==> config.mk <==
export PLATFORM = sky130hd
export DESIGN_NAME = y86_pipe_stage_reg
export DESIGN_NICKNAME = d
export VERILOG_FILES = /design/src/rtl/y86_pipe_stage_reg_pkg.sv /design/src/rtl/y86_sat_counter.sv /design/src/rtl/y86_pipe_stage_reg.sv
export SDC_FILE = /design/constraint.sdc
export NUM_CORES = 1
export LEC_CHECK = 0
export CAP_MARGIN = 20
export CORE_UTILIZATION = 30
export CTS_CLUSTER_SIZE = 10
export DETAILED_ROUTE_END_ITERATION = 16
export PLACE_DENSITY_LB_ADDON = 0.25
export SYNTH_ARGS = -nofsm -noshare
export SYNTH_HDL_FRONTEND = slang
export SYNTH_SLANG_ARGS = --single-unit
==> constraint.sdc <==
create_clock -name clk -period 1.5 [get_ports clk]
set_input_delay 0.15 -clock clk [delete_from_list [all_inputs] [get_ports clk]]
set_output_delay 0.15 -clock clk [all_outputs]
set_load 0.05 [all_outputs]
==> src/rtl/y86_pipe_stage_reg_pkg.sv <==
// Shared Y86 pipeline constants: NOP/status/register encodings and the bundle field layout
// used to build each stage's BUBBLE_VAL.
package y86_pipe_stage_reg_pkg;

  localparam int unsigned DEF_DATA_W = 96;
  localparam int unsigned DEF_CNT_W  = 16;

  localparam logic [3:0] I_NOP  = 4'h1;
  localparam logic [3:0] S_OK   = 4'h1;
  localparam logic [3:0] R_NONE = 4'hF;

  localparam int unsigned STAT_LSB  = 92;
  localparam int unsigned ICODE_LSB = 88;
  localparam int unsigned IFUN_LSB  = 84;
  localparam int unsigned RA_LSB    = 4;
  localparam int unsigned RB_LSB    = 0;

  // Canonical 96-bit NOP bundle: S_OK, I_NOP, ifun 0, zero values, no register ids.
  function automatic logic [DEF_DATA_W-1:0] nop_bundle();
    logic [DEF_DATA_W-1:0] b;
    b = '0;
    b[STAT_LSB  +: 4] = S_OK;
    b[ICODE_LSB +: 4] = I_NOP;
    b[RA_LSB    +: 4] = R_NONE;
    b[RB_LSB    +: 4] = R_NONE;
    return b;
  endfunction

endpackage

==> src/rtl/y86_sat_counter.sv <==
// Saturating up-counter; cleared only by synchronous reset.
module y86_sat_counter #(
  parameter int unsigned CNT_W = 16
) (
  input  logic             clk,
  input  logic             reset,
  input  logic             inc,
  output logic [CNT_W-1:0] count
);

  logic [CNT_W-1:0] count_q;
  logic [CNT_W-1:0] count_d;

  always_comb begin
    count_d = count_q;
    if (inc && (count_q != {CNT_W{1'b1}})) count_d = count_q + CNT_W'(1);
  end

  always_ff @(posedge clk) begin
    if (reset) count_q <= '0;
    else       count_q <= count_d;
  end

  assign count = count_q;

endmodule

==> src/rtl/y86_pipe_stage_reg.sv <==
// Elastic Y86 stage register: valid/ready handshake with 2-entry skid, stall/bubble control.
// Optional macro Y86_PIPE_PERF_CNT_EN adds saturating bubble/stall cycle counters.
import y86_pipe_stage_reg_pkg::*;

module y86_pipe_stage_reg #(
  parameter int unsigned            DATA_W     = DEF_DATA_W,
  parameter logic [DATA_W-1:0]      BUBBLE_VAL = '0,
  parameter int unsigned            CNT_W      = DEF_CNT_W
) (
  input  logic              clk,
  input  logic              reset,
  input  logic              stall,
  input  logic              bubble,
  input  logic              in_valid,
  output logic              in_ready,
  input  logic [DATA_W-1:0] in_data,
  output logic              out_valid,
  input  logic              out_ready,
  output logic [DATA_W-1:0] out_data,
  output logic [1:0]        occupancy
`ifdef Y86_PIPE_PERF_CNT_EN
  ,
  output logic [CNT_W-1:0]  bubble_cnt,
  output logic [CNT_W-1:0]  stall_cnt
`endif
);

  logic              main_v_q, main_v_d;
  logic              skid_v_q, skid_v_d;
  logic [DATA_W-1:0] main_data_q, main_data_d;
  logic [DATA_W-1:0] skid_data_q, skid_data_d;
  logic              acc, drn;

  assign in_ready  = !stall && !skid_v_q;
  assign out_valid = main_v_q && !stall;
  assign occupancy = {1'b0, main_v_q} + {1'b0, skid_v_q};
  assign out_data  = main_data_q;

  assign acc = in_valid && in_ready;
  assign drn = out_valid && out_ready;

  // Next state: bubble flushes, stall freezes, otherwise skid drains ahead of new input.
  always_comb begin
    main_v_d    = main_v_q;
    skid_v_d    = skid_v_q;
    main_data_d = main_data_q;
    skid_data_d = skid_data_q;
    if (bubble) begin
      main_v_d    = 1'b0;
      skid_v_d    = 1'b0;
      main_data_d = BUBBLE_VAL;
      skid_data_d = BUBBLE_VAL;
    end else if (!stall) begin
      if (!main_v_q || drn) begin
        if (skid_v_q) begin
          main_v_d    = 1'b1;
          main_data_d = skid_data_q;
          skid_v_d    = acc;
          if (acc) skid_data_d = in_data;
        end else begin
          main_v_d = acc;
          if (acc) main_data_d = in_data;
        end
      end else if (acc) begin
        skid_v_d    = 1'b1;
        skid_data_d = in_data;
      end
    end
  end

  always_ff @(posedge clk) begin
    if (reset) begin
      main_v_q    <= 1'b0;
      skid_v_q    <= 1'b0;
      main_data_q <= BUBBLE_VAL;
      skid_data_q <= BUBBLE_VAL;
    end else begin
      main_v_q    <= main_v_d;
      skid_v_q    <= skid_v_d;
      main_data_q <= main_data_d;
      skid_data_q <= skid_data_d;
    end
  end

`ifdef Y86_PIPE_PERF_CNT_EN
  y86_sat_counter #(.CNT_W(CNT_W)) u_bubble_cnt (
    .clk   (clk),
    .reset (reset),
    .inc   (bubble),
    .count (bubble_cnt)
  );

  y86_sat_counter #(.CNT_W(CNT_W)) u_stall_cnt (
    .clk   (clk),
    .reset (reset),
    .inc   (stall && !bubble),
    .count (stall_cnt)
  );
`endif

endmodule
==> reports/results.ini, run 1 <==
[run_status]
outcome = completed

[setup_path]
capturing_element_type_of_the_critical_path = output port
path_max_fanout = 8
critPathArrivalTime_ps = 1300
crit-reg2reg-launch = skid_v_q
crit_path_start = skid_v_q
critical-path-max-stage-delay_ps = 450
start_kind = flip-flop
timing.critical_path.cells = ha_1 > buf_6
crit_type = reg2out
cpMaxStageDelayCell = dfxtp_4
timing.critical_path.required_ps = 1350

[sta]
worst_clock_skew_ps = 9.83
setup_total_negative_slack_ps = 0
hold_viol_final = 0
final.hold.worst_slack_ps = 297
setup_viol_count_final = 0
finalMaxSlewViolations = 0
tightest_slew_ps = 304
min_period_ps = 1450
clock.fmax_mhz = 692
slew_headroom = 0.797
share_of_the_clock_period_used_by_the_worst_path_after_layout = 0.963
unrepaired_setup_endpoints_after_global_routing = no

[clocking]
cts_tree = built
root_buffer = clkbuf_16
clk_latency_ps = 430
worst_setup_hold_path_clk_slew_ps = 80
cts_htree_levels = 4
cts_hold_buf = 0
tritoncts.num_buffers = 17
cts-root-to-sink-buffers = 2
clock_sink_count = 194

[floorplan]
design.portCount = 202
die-height_um = 174
starting_density = 0.307
fp.dieArea_mm2 = 0.0303
chipWidth_um = 174
placeableCoreArea_mm2 = 0.0289
placement_rows = 62

[grt]
vias_in_the_first_global_route = 6457
grt_pass1_wl_um = 34200
pin_count_of_the_biggest_net_entering_global_routing = 42
grt.overflow.total = 0
grt_antenna_before_repair = 1
grt_use_total = 0.140

[power]
netSwitchingFraction = 0.270
share_clk_of_total_power = 0.411
vdd.ir_drop.worst_mv = 0.656
post-layout-total-power_w = 0.0114
internal_power_of_the_cells_w = 0.00833
comb_power_share = 0.128
seq_power_share = 0.461
p_switching_w = 0.00308
power_density_mw_per_mm2 = 952
power_leakage_nw = 4.80

[finish]
nFillCells = 2830
multi_input_gate_area_in_the_final_layout_mm2 = 0.00456
final-seq-area_mm2 = 0.00389
layout.nets = 1252
syn_to_final_growth_pct = 34.9
layout-drive-gt1-share = 0.243
antennaDiodeCount = 0

[place]
routabilityCongestion = 0.738
buffer_ports.inserted = 201
post-dp-hpwl_um = 14200

[synthesis]
seq_area_frac_synth = 0.437
yosysUniqueCellTypes = 22
synth_fp_nets = 1060
ys_ff_latch = 194
synth_area_per_cell_um2 = 9.28
synth_top_cells_by_area = dfxtp_1, mux2i_1, nand2_1
synthesis.yosys.warnings = 0
post-synth-top-area-fraction = 0.437
synthesis.area_mm2 = 0.00888
synth.largest_area_cell = dfxtp_1
postSynthCellCount = 957

[route]
total_iterations_of_the_first_detailed_routing_run = 4
via_count = 6766
routed_via_density = 4.38
finalWirelength_um = 20800
dr_drc_count = 0
routed_wire_length_per_instance_um = 13.5
dr.first_iter.drc_count = 226
drtAntennaViolNets = 0

[hold_path]
worstHoldStart = in_data[17]
worstHoldPathType = in2reg

[job]
max_cap_viol_count = 0

==> power by group through the flow <==
stage               combinational (W)  sequential (W)  clock (W)
finish                        0.00146         0.00525    0.00469
global route                  0.00157         0.00526    0.00506
CTS                           0.00148         0.00525    0.00489
detailed placement            0.00148         0.00537          0
global placement              0.00147         0.00537          0
floorplan                    0.000614         0.00558          0
==> Yosys cell counts <==
cell / count
mux2i_1: 192
buf_1: 4
buf_8: 1
mux2_2: 96
buf_6: 4
buf_12: 4
ha_1: 1
o221ai_1: 1
clkbuf_1: 33
o21ai_0: 1
buf_2: 13
dfxtp_1: 194
or2_2: 1
and3_1: 1
buf_4: 16
nor2b_1: 1
nand2_1: 384
inv_1: 3
a21oi_1: 3
nor2_2: 1
nor2_1: 2
nor3_1: 1
==> path summary, 6_finish.rpt <==
check	endpoint	slack, ps	cells past startpoint
setup reg to reg	out_data[5]	100	4
hold / removal	skid_data_q[17]	300	3
hold reg to reg	skid_data_q[52]	460	2
setup / recovery	occupancy[0]	50	2
==> registers in the layout (all words and copies together) (netlist names) <==
register / count
skid_v_q: 1
skid_data_q: 96
out_data: 96
main_v_q: 1
==> cells by family after synthesis <==
kind of cell	synth area share
and+or+nand+nor	0.167
muxes	0.338
DFF	0.437
buffers and inverters	0.0535
AOI/OAI and AO/OA	0.00324
adders and majority gates	0.00141
==> cells in the final DEF (no fill, tap or decap), drive strengths merged, types with 3 or more instances in the layout <==
| cell type | count |
|---|---|
| inv | 11 |
| mux2 | 96 |
| clkbuf | 18 |
| a21oi | 3 |
| nor2 | 3 |
| dfxtp | 194 |
| nand2 | 384 |
| buf | 147 |
| clkdlybuf4s50 | 101 |
| mux2i | 192 |
| clkinv | 5 |
==> worst max-delay path, delay by kind of cell, from the launching register on <==
kind / cells / cell delay, ps
fa+ha+maj: 1 / 270
buf+inv: 1 / 160
flops: 1 / 450
==> stage by stage <==
step	setup slack (ps)	util	area, um2	std cells
3_5_place_dp	-189	0.393	11400	1514
2_1_floorplan	-8.57	-	8900	957
5_1_grt	6.47	0.414	12000	1546
6_report	54.9	0.414	12000	1546
3_3_place_gp	-137	0.393	11400	1514
4_1_cts	7.32	0.414	12000	1546
==> timing repair <==
| item | 4_1_cts | 5_1_grt |
|---|---|---|
| setup buffers | 0 | 0 |
| endpoints found under the setup margin | 0 | 1 |
| resized for setup | 0 | 1 |
| endpoints found under the hold margin | 0 | 0 |
==> final cells by class <==
class,count,share of cell area
multi-input combinational,685,0.381
timing repair buffer,248,0.204
tap,384,0.0401
clock inverter,14,0.0138
inverter,3,0.000940
sequential,194,0.325
clock buffer,18,0.0358
==> layer usage <==
metal / vias to the layer above / track usage / share of wire
met5: - / 0 / 0
met4: 0 / 0.0340 / 0.0082
met3: 10 / 0.0413 / 0.054
met2: 138 / 0.217 / 0.43
met1: 3083 / 0.189 / 0.50
li1: 3535 / - / -
(Power assumes the default switching activity.)
==> inputs of run 2 (changes only) <==
--- a/config.mk
+++ b/config.mk
@@ -7,6 +7,7 @@
 export LEC_CHECK = 0
 export CAP_MARGIN = 20
 export CORE_UTILIZATION = 30
+export CTS_CLUSTER_DIAMETER = 50
 export CTS_CLUSTER_SIZE = 10
 export DETAILED_ROUTE_END_ITERATION = 16
 export PLACE_DENSITY_LB_ADDON = 0.25
==> constraint.sdc (replaced) <==
create_clock -name clk -period 1.8 [get_ports clk]
set_input_delay 0.18 -clock clk [delete_from_list [all_inputs] [get_ports clk]]
set_output_delay 0.18 -clock clk [all_outputs]
set_load 0.05 [all_outputs]
==> run 2 against run 1 <==
Utilization is 0.26 points higher. First-iteration DRC count increased by 32%. Combinational power is 19% lower. Sequential share of layout area fell by 0.22 points. Routed wire length up 0.83%. Clock skew rose by 0.69 ps. Critical path depth down 1. Clock power shrank 18%. Sequential power shrank 17%. Via count down 0.19%. Die area unchanged. Register-to-register slack better by 220 ps. Largest cell class unchanged. Largest power group unchanged. Highest routed layer unchanged.
==> reports/results.ini, run 2 (synthesized netlist as in run 1, its figures left out) <==
[run_status]
outcome = completed

[grt]
grt_use_total = 0.140  ; +0.000159
pin_count_of_the_biggest_net_entering_global_routing = 55  ; +31%
grt_pass1_wl_um = 34200  ; +0.14%
vias_in_the_first_global_route = 6676  ; +3.4%
grt.overflow.total = 0  ; unchanged
grt_antenna_before_repair = 0  ; -1

[clocking]
clk_latency_ps = 430  ; about the same
cts_htree_levels = 4  ; unchanged
cts_tree = built
root_buffer = clkbuf_16
tritoncts.num_buffers = 17  ; unchanged
cts_hold_buf = 0  ; unchanged
worst_setup_hold_path_clk_slew_ps = 70  ; about the same
clock_sink_count = 194  ; unchanged
cts-root-to-sink-buffers = 2  ; unchanged

[finish]
final_cell_mix = nand2_1, dfxtp_1, mux2i_1, clkdlybuf4s50_1, mux2_2
layout-drive-gt1-share = 0.149  ; -0.0939
nFillCells = 2834  ; +0.14%
antennaDiodeCount = 0  ; unchanged
layout.nets = 1239  ; -1.0%
final_common_cell = nand2_1
syn_to_final_growth_pct = 35.7

[route]
routed_via_density = 4.41  ; +0.65%
routed_wire_length_per_instance_um = 13.7  ; +1.7%
dr_drc_count = 0  ; unchanged
finalWirelength_um = 21000  ; +0.83%
dr.first_iter.drc_count = 299  ; +32%
via_count = 6753  ; -0.19%
drtAntennaViolNets = 0  ; unchanged
total_iterations_of_the_first_detailed_routing_run = 6  ; +2

[power]
power_leakage_nw = 5.31  ; +11%
vdd.ir_drop.worst_mv = 0.596  ; -9.2%
power_density_mw_per_mm2 = 781  ; -18%

[floorplan]
design.portCount = 202  ; unchanged
fp.dieArea_mm2 = 0.0303  ; unchanged
placeableCoreArea_mm2 = 0.0289  ; unchanged
placement_rows = 62  ; unchanged
die-height_um = 174  ; unchanged
chipWidth_um = 174  ; unchanged
starting_density = 0.307  ; unchanged

[setup_path]
timing.critical_path.cells = clkdlybuf4s50_1
crit_path_start = out_data[50]
timing.critical_path.required_ps = 1620  ; +270 ps
critPathArrivalTime_ps = 1580  ; +280 ps
critical-path-top-delay-family = buffers and inverters
crit_type = reg2out
worst-path-buf-inv = 1  ; unchanged
endpoint = out_data[50]
cpMaxStageDelayCell = clkdlybuf4s50_1
worst_r2r_endpoint = out_data[93]
capturing_element_type_of_the_critical_path = output port
crit-reg2reg-launch = main_v_q
start_kind = flip-flop
path_max_fanout = 2  ; -6
rr_worst_depth = 4  ; unchanged
critical-path-max-stage-delay_ps = 810  ; +360 ps
cp_num_cells = 1  ; -1
setup.reg_to_reg.worst_slack_ps = 320  ; +220 ps

[place]
place_ws_ps = 67.9  ; +256 ps
post-dp-hpwl_um = 14000  ; -1.6%
routabilityCongestion = 0.753  ; +2.0%
buffer_ports.inserted = 201  ; unchanged

[sta]
share_of_the_clock_period_used_by_the_worst_path_after_layout = 0.979
hold_viol_final = 0  ; unchanged
slew_headroom = 0.636  ; -0.161
worst_clock_skew_ps = 10.5  ; +0.688 ps
tightest_slew_ps = 548  ; +243 ps
layout_setup_ws_ps = 37.4  ; -17.5 ps
min_period_ps = 1760
final.hold.worst_slack_ps = 330  ; +32.9 ps
setup_viol_count_final = 0  ; unchanged
finalMaxSlewViolations = 0  ; unchanged
clock.fmax_mhz = 567

[hold_path]
worstHoldPathType = in2reg

[job]
max_cap_viol_count = 0  ; unchanged

## run 2: changes by cell type in the layout (fill, tap and decap cells not counted), sizes merged, moves of 2 or more
cell / previous run / this run
dlygate4sd2: 0 / 30
clkinv: 5 / 3
buf: 147 / 41
inv: 11 / 5
clkdlybuf4s50: 101 / 127
dlymetal6s2s: 0 / 37
clkbuf: 18 / 22
clkinvlp: 0 / 3
## run 2: what timing repair did
action	in CTS	in global routing
resized for setup	30	37
setup buffers	0	0
endpoints found under the setup margin	30	37
## run 2: stage by stage
step                 util  setup TNS [ps]  total power, W  std cells  instance area (um2)
floorplan               -               0         0.00516        957                 8880
global placement    0.395               0         0.00567       1501                11400
detailed placement  0.395               0         0.00568       1501                11400
CTS                 0.413               0         0.00959       1533                12000
global route        0.417        -0.00677         0.00982       1533                12100
finish              0.417               0         0.00942       1533                12100
## run 2: power by group
| group | switching (W) | internal (W) | total (W) |
|---|---|---|---|
| Clock | 0.00176 | 0.00211 | 0.00386 |
| Sequential | 0.0000320 | 0.00434 | 0.00438 |
| Combinational | 0.000610 | 0.000568 | 0.00118 |
## run 2: layout make-up
class                   count  area [um2]  share of cell area
clock buffers              22         454              0.0377
clock inverters            10         126              0.0105
inverters                   3        11.3            0.000934
multi-input cells         685        4550               0.378
flip-flops and latches    194        3890               0.322
well taps                 384         480              0.0399
repair buffers            235        2540               0.211
## run 2: worst min path at each step
| stage | start | end | slack [ps] | depth (start not counted) |
|---|---|---|---|---|
| floorplan | in_data[0] | skid_data_q[0] | 320 | 2 |
| finish | in_data[35] | skid_data_q[35] | 330 | 3 |
| global route | in_data[89] | skid_data_q[89] | 320 | 3 |
| CTS | in_data[67] | skid_data_q[67] | 300 | 3 |
| detailed placement | skid_data_q[20] | skid_data_q[20] | 450 | 2 |
| global placement | skid_data_q[46] | skid_data_q[46] | 440 | 2 |
## run 2: metal layers
layer | global-route usage | vias up | share of wire
met1 | 0.187 | 3102 | 0.49
met5 | 0 | - | 0
met3 | 0.0322 | 13 | 0.042
li1 | - | 3500 | -
met4 | 0.0384 | 0 | 0.010
met2 | 0.225 | 138 | 0.45
==> inputs of run 3 (changes only) <==
--- a/config.mk
+++ b/config.mk
@@ -6,10 +6,11 @@
 export NUM_CORES = 1
 export LEC_CHECK = 0
 export CAP_MARGIN = 20
-export CORE_UTILIZATION = 30
+export CORE_UTILIZATION = 25
 export CTS_CLUSTER_DIAMETER = 50
 export CTS_CLUSTER_SIZE = 10
 export DETAILED_ROUTE_END_ITERATION = 16
+export GPL_ROUTABILITY_DRIVEN = 0
 export PLACE_DENSITY_LB_ADDON = 0.25
 export SYNTH_ARGS = -nofsm -noshare
 export SYNTH_HDL_FRONTEND = slang
==> run 3 against run 2 <==
Sequential share of layout area down 0.13 points. Total power up 1.2%. Count of clock-buffer cells in the layout down 2. Clock skew down 0.55 ps. Cell count up 4.2%. Sequential power about the same. Largest cell class unchanged.
==> reports/results.ini, run 3 (synthesized netlist as in run 1, its figures left out) <==
[run_status]
outcome = completed

[setup_path]
start_kind = flip-flop
critical-path-max-stage-delay_ps = 810  ; about the same
path_max_fanout = 2  ; unchanged
critPathArrivalTime_ps = 1580  ; about the same
timing.critical_path.required_ps = 1620  ; about the same
worst-path-buf-inv = 1  ; unchanged
capturing_element_type_of_the_critical_path = output port
crit_type = reg2out
timing.critical_path.cells = clkdlybuf4s50_1
cpMaxStageDelayCell = clkdlybuf4s50_1
critical-path-top-delay-family = buffers and inverters

[place]
detailed_place.area_mm2 = 0.0115  ; +0.41%
buffer_ports.inserted = 201  ; unchanged
numPlacedInstances = 1564  ; +4.2%
post-dp-hpwl_um = 14500  ; +3.6%

[job]
max_cap_viol_count = 0  ; unchanged

[clocking]
clk_latency_ps = 440  ; about the same
cts-root-to-sink-buffers = 2  ; unchanged
cts_tree = built
clock_sink_count = 194  ; unchanged
tritoncts.num_buffers = 17  ; unchanged
cts_htree_levels = 4  ; unchanged
root_buffer = clkbuf_16
post_cts_buffers = 0  ; unchanged
worst_setup_hold_path_clk_slew_ps = 70  ; about the same

[grt]
grt_antenna_before_repair = 2  ; +2
grt_pass1_wl_um = 34200  ; unchanged
grt_use_total = 0.122  ; -0.0184
vias_in_the_first_global_route = 6441  ; -3.5%
pin_count_of_the_biggest_net_entering_global_routing = 39  ; -29%
grt.overflow.total = 0  ; unchanged

[route]
drtAntennaViolNets = 0  ; unchanged
dr.first_iter.drc_count = 215  ; -28%
via_count = 6764  ; +0.16%
dr_drc_count = 0  ; unchanged
route.met3.wl_um = 1290  ; +44%
met2_length_um = 9820  ; +3.3%
finalWirelength_um = 21800  ; +3.8%
total_iterations_of_the_first_detailed_routing_run = 4  ; -2
wl_met1_um = 10600  ; +1.6%
routed_wire_length_per_instance_um = 13.6  ; -0.42%
route.top_layer_used = met4
routed_via_density = 4.23  ; -3.9%

[power]
power_density_mw_per_mm2 = 788  ; +0.84%
vdd.ir_drop.worst_mv = 0.630  ; +5.8%
power_leakage_nw = 5.39  ; +1.5%
post-layout-total-power_w = 0.00953  ; +1.2%

[floorplan]
placeableCoreArea_mm2 = 0.0347  ; +20%
starting_density = 0.256  ; -0.0511
design.portCount = 202  ; unchanged
chipWidth_um = 190  ; +9.4%
die-height_um = 190  ; +9.4%
placement_rows = 68  ; +9.7%
fp.dieArea_mm2 = 0.0363  ; +20%

[finish]
stdcell_area_mm2 = 0.0121  ; +0.39%
nFillCells = 3554  ; +25%
layout.nets = 1231  ; -0.65%
layout-drive-gt1-share = 0.148  ; -0.000709
final_cell_mix = nand2_1, dfxtp_1, mux2i_1, clkdlybuf4s50_1, mux2_2
syn_to_final_growth_pct = 36.3
final_common_cell = nand2_1
post_layout_nonfiller_instances = 1598  ; +4.2%

[sta]
min_period_ps = 1760  ; -4.30 ps
final.hold.worst_slack_ps = 312  ; -18.0 ps
unrepaired_setup_endpoints_after_global_routing = no
finalMaxSlewViolations = 0  ; unchanged
clock.fmax_mhz = 569  ; +0.24%
slew_headroom = 0.626  ; -0.0102
setup_total_negative_slack_ps = 0  ; unchanged
tightest_slew_ps = 563  ; +15.4 ps
share_of_the_clock_period_used_by_the_worst_path_after_layout = 0.977  ; -0.00239
hold_viol_final = 0  ; unchanged
setup_viol_count_final = 0  ; unchanged
worst_clock_skew_ps = 9.97  ; -0.550 ps

[hold_path]
worstHoldPathType = in2reg

[run 3: cell types whose count changed in the layout (fill, tap and decap cells not counted), moves of 2 or more]
cell and delta:
clkbuf_1 -3, dlygate4sd2_1 +19, clkinv_4 -3, buf_12 +2
diode_2 +2, inv_6 +4, buf_4 -7, clkdlybuf4s50_1 -22
[run 3: worst paths after layout]
check / start / to / slack [ps] / cells after the start
max: out_data[53] / out_data[53] / 40 / 1
min: in_data[44] / skid_data_q[44] / 310 / 3
max reg2reg: skid_v_q / out_data[52] / 330 / 3
min reg2reg: skid_data_q[73] / skid_data_q[73] / 450 / 2
[run 3: report_power, final]
part,internal [W],switching [W],total [W]
sequential,0.00434,0.0000330,0.00438
combinational,0.000553,0.000611,0.00116
clock,0.00216,0.00183,0.00399
total,0.00706,0.00247,0.00953
[run 3: metrics by stage]
stage / worst slack, ps / util
floorplan: 48.4 / -
global placement: 131 / 0.330
detailed placement: 88.1 / 0.330
CTS: 0.565 / 0.346
global route: 0.511 / 0.349
finish: 41.7 / 0.349
[run 3: timing repair]
| action | CTS | global route |
|---|---|---|
| gates resized for setup | 49 | 37 |
| setup endpoints to repair | 49 | 37 |
| pin swaps | 0 | 0 |
| hold buffers | 0 | 0 |
[run 3: layout make-up]
cell class              instances  area (um2)  share of cell area
flip-flops and latches        194        3890               0.321
clock buffers                  20         457              0.0377
repair buffers                227        2480               0.205
well taps                     455         569              0.0470
multi-input cells             685        4550               0.376
clock inverters                12         144              0.0119
inverters                       3        11.3            0.000930
diodes                          2        5.00            0.000414
[run 3: per-layer routing]
layer	vias up	global-route usage
li1	3493	-
met1	3138	0.157
met2	127	0.191
met3	6	0.0394
met4	0	0.0369
met5	-	0
==> RTL edit 1: new RTL, settings of run 2 <==
Change the package constant `DEF_DATA_W` from 96 to 192.
--- a/src/rtl/y86_pipe_stage_reg_pkg.sv
+++ b/src/rtl/y86_pipe_stage_reg_pkg.sv
@@ -3,5 +3,5 @@
 package y86_pipe_stage_reg_pkg;
 
-  localparam int unsigned DEF_DATA_W = 96;
+  localparam int unsigned DEF_DATA_W = 192;
   localparam int unsigned DEF_CNT_W  = 16;
 
Interface: changed (resized in_data and out_data); port bits go from 202 to 394. The function was not compared with the original's and may differ.
==> RTL edit 1 against run 2 <==
  * Sequential cell count is 192 higher
  * Power is 120% higher
  * Wire length grew to 2.6 times the old value
  * Global-route usage is 4.3 points higher
  * Synthesized cell count is 85% higher
  * Area after synthesis is 94% higher
  * Final area is 96% higher
  * Sequential power is 99% higher
  * Non-clock buffer count is 239 higher
  * Worst setup slack better by 0.017 ns
  * Core utilization is 0.15 points higher
  * Clock power grew to 2.6 times the old value
  * Largest cell class unchanged
  * Highest routed layer is now met5
==> RTL edit 1: results (changes against run 2) <==
Status
  – Outcome: finished clean

GRT
  – First-pass GRT wire length: 86880 um (+150%)
  – Vias in the first global route: 14.93k (+120%)
  – All-Layer GR Usage: 0.1830 (+0.04307)
  – Pin count of the biggest net entering global routing: 96 (+75%)
  – Initial antenna violation count: 9 (+9)

STA
  – Fin crit period: 1.745 ns (-0.01714 ns)
  – Rel. slew slack: 0.5541 (-0.08224)
  – Hold WS: 0.1733 ns (-0.1563 ns)
  – Post-Route Skew: 0.02217 ns (+0.01165 ns)

Synthesis
  – Distinct cell type count after synthesis: 20 (-9.1%)
  – Synthesized Nets: 1968 (+86%)
  – Top cells by count, synth: dfxtp_1, mux2i_1, nand2_1
  – Compound-Gate Fraction of Synth Area: 0.1819 (+0.1787)
  – Top post-synthesis cells by area: dfxtp_1, mux2i_1, o311ai_0
  – Avg Cell Area, Syn: 9.754 um^2 (+5.1%)
  – YS warnings: 0 (unchanged)
  – Sequential area share after synthesis: 0.4478 (+0.01058)
  – Mux contribution to synthesized area: 0.2228 (-0.1153)
  – Synth Area in Adders: 0.0007251 (-0.0006835)

Clock tree
  – Hold_buf cts: 1 (+1)
  – Clk_lat worst skew: 0.59 ns (+0.16 ns)
  – Num CTS Buffers: 52 (+35)
  – H-tree levels: 2 (-2)
  – Clock buffer depth: 3 (+1)
  – Resized Gates After CTS: 166 (+450%)

Placed design
  – Placer Congestion: 0.7537 (+0.16%)
  – Post-DP HPWL: 35600 um (+150%)
  – Placed cells: 2782 (+85%)
  – Port buffer count: 393 (+96%)
  – Placement Setup Slack: -0.1578 ns (-0.2257 ns)

Setup path
  – Crit path largest cell delay: 0.45 ns (-0.36 ns)
  – Crit-path max FO: 12 (+10)
  – R2r setup slk: 0.15 ns (-0.17 ns)
  – CP delay by family, top: flip-flops
  – Crit path capture: occupancy[0]
  – Worst r2r src: skid_v_q$_SDFFE_PP0P_
  – Reg2reg end: out_data[64]$_SDFFE_PP0P_
  – Crit path max-delay cell type: dfxtp_4
  – CP startpoint: skid_v_q$_SDFFE_PP0P_

Power
  – Leakage: 8.347 nW (+57%)
  – Peak supply drop: 0.0005767 V (-3.2%)

Final layout
  – Share of cells above drive strength 1: 0.09711 (-0.05171)
  – Non-Filler Instances: 2867 (+87%)
  – Fin nets: 2281 (+84%)

Hold path
  – Hold Path Sink: skid_data_q[128]$_SDFFE_PP0P_
  – Hold Path Stages: 3 (unchanged)
  – Start point of the worst min-delay path: in_data[128]
  – Worst Hold Class: in -> reg

Drt
  – Final WL: 55660 um (+160%)
  – Drt pass-1 iters: 5 (-1)
  – Detailed Route Iter0 Violations: 943 (+220%)
  – Via/cell ratio: 5.242 (+19%)
[RTL edit 1: changes by cell type in the layout (fill, tap and decap cells not counted), sizes merged, moves of 4 or more]
cell           before  now
dlygate4sd2        30  161
mux2               96    0
clkinv              3    7
clkbuf             22   67
dlymetal6s2s       37    0
clkdlybuf4s50     127  196
dfxtp             194  386
mux2i             192  384
buf                41  115
o31ai               0  192
o311ai              0  192
[RTL edit 1: where the power goes]
| part | leakage (nW) | internal [W] | total [W] | switching, W |
|---|---|---|---|---|
| Combinational | 4.42 | 0.000861 | 0.00223 | 0.00137 |
| Clock | 0.807 | 0.00609 | 0.00995 | 0.00387 |
| Sequential | 3.12 | 0.00866 | 0.00873 | 0.0000665 |
| Total | 8.35 | 0.0156 | 0.0209 | 0.00531 |
[RTL edit 1: layout make-up]
type	instances	area [um^2]
fill	5544	32940
multi-input combinational	1167	8548
sequential	386	7731
timing repair buffer	474	4786
clock buffer	67	1500
tap	756	945.9
clock inverter	16	153.9
inverter	1	3.754
[RTL edit 1: worst reg2reg max path, cell delays in order (launching register included)]
cell and delay (ns):
dfxtp_4 0.45, buf_12 0.32, buf_12 0.33, mux2i_1 0.31, o31ai_1 0.10
[RTL edit 1: through the flow]
stage                 util  setup TNS [ns]  area, um^2
floorplan                -               0       17260
global placement    0.3912          -11.01       22150
detailed placement  0.3912          -14.59       22150
CTS                 0.4181               0       23670
global route        0.4181               0       23670
finish              0.4181               0       23670
[RTL edit 1: metal layers]
| layer | vias up | global-route usage | routed length, um |
|---|---|---|---|
| li1 | 7192 | - | - |
| met1 | 7308 | 0.2379 | 24800 |
| met2 | 422 | 0.2920 | 25320 |
| met3 | 90 | 0.05572 | 4220 |
| met4 | 18 | 0.04952 | 1203 |
| met5 | - | 0 | 117 |
==> RTL edit 2: new RTL, settings of run 2 <==
Without the edit above. Make the reset (`reset`) asynchronous in one clocked block. Comments in the files are not updated.
--- a/src/rtl/y86_pipe_stage_reg.sv
+++ b/src/rtl/y86_pipe_stage_reg.sv
@@ -69,5 +69,5 @@
   end
 
-  always_ff @(posedge clk) begin
+  always_ff @(posedge clk or posedge reset) begin
     if (reset) begin
       main_v_q    <= 1'b0;
Check against the original RTL: differs if reset is asserted again (counterexample within 4 cycles, from zero or initial values and one cycle with reset high); with reset held inactive, the same outputs for 4 cycles.
==> RTL edit 2 against run 2 <==
  * Worst setup slack better by 0.0048 ns
  * Maximum frequency up 0.27%
  * Final area rose by 9.7%
  * Critical path depth grew 2
  * Die area grew 12%
  * Power is 14% higher
  * Sequential cell count did not move
  * Area after synthesis up 12%
  * Count of clock-buffer cells in the layout down 5
  * Wire length grew 28%
  * Worst hold slack got worse by 0.081 ns
  * Largest cell class is now registers
  * Largest power group unchanged
  * Highest routed layer is now met5
==> RTL edit 2: results (changes against run 2) <==
Final layout
  – Clock-cell share: 0.04323 (-0.004926)
  – Comb_multi_in: 588 (-14%)
  – Fin nets: 1156 (-6.7%)
  – Fraction of area in registers: 0.3673 (+0.04486)
  – Non-Filler Instances: 1508 (-1.6%)

Placed design
  – Post-DP Area: 12630 um^2 (+11%)
  – Placer Congestion: 0.7132 (-5.2%)

Clock tree
  – # Post-CTS Setup Buffers: 1 (+1)

Power
  – Peak supply drop: 0.0005954 V (about the same)

Hold path
  – Worst Hold Class: in -> async

Drt
  – Detailed Route Iter0 Violations: 377 (+26%)
  – Drt pass-1 iters: 4 (-2)
  – Vias: 7230 (+7.1%)
  – DR WL/cell: 17.80 um (+30%)

Synthesis
  – Top cells by count, synth: dfrtp_1, nand2b_1, mux2i_1
  – Main synth FF type: dfrtp_1
  – Post-synth ARST share: 1.000 (+1.000)
  – Top post-synthesis cells by area: dfrtp_1, mux2i_1, nand2b_1
  – Mux contribution to synthesized area: 0.1935 (-0.1445)

Setup path
  – Crit-path max FO: 22 (+20)
  – Crit path largest cell delay: 0.51 ns (-0.30 ns)
  – Crit path max-delay cell type: dfrtp_4
  – R2r setup slk: 0.07 ns (-0.25 ns)

STA
  – Fin crit period: 1.758 ns (-0.004819 ns)
  – Post-Route Skew: 0.01525 ns (+0.004730 ns)

GRT
  – Initial antenna violation count: 2 (+2)
  – All-Layer GR Usage: 0.1638 (+0.02387)
  – Pin count of the biggest net entering global routing: 115 (+110%)

Status
  – Outcome: finished clean
==> RTL edit 2: through the flow <==
step / total power (W) / TNS (ns) / hold slack (ns) / util
floorplan: 0.006138 / -171.58 / 0.3303 / -
global placement: 0.007044 / -0.5837 / 0.4653 / 0.3882
detailed placement: 0.007055 / -2.216 / 0.4663 / 0.3882
CTS: 0.01091 / 0 / 0.2421 / 0.4047
global route: 0.01124 / -0.006049 / 0.2742 / 0.4064
finish: 0.01075 / 0 / 0.2488 / 0.4065
==> RTL edit 2: where the power goes <==
| part | switching, W | internal, W |
|---|---|---|
| clock | 0.00191 | 0.00196 |
| combinational | 0.00138 | 0.000835 |
| sequential | 0.000120 | 0.00454 |
| total | 0.00341 | 0.00733 |
==> RTL edit 2: metal layers <==
metal | global-route usage | up-vias | share of wire
li1 | - | 3433 | -
met1 | 0.2321 | 3622 | 0.49
met2 | 0.2544 | 158 | 0.46
met3 | 0.03487 | 15 | 0.046
met4 | 0.03633 | 2 | 0.0071
met5 | 0 | - | 0.00048
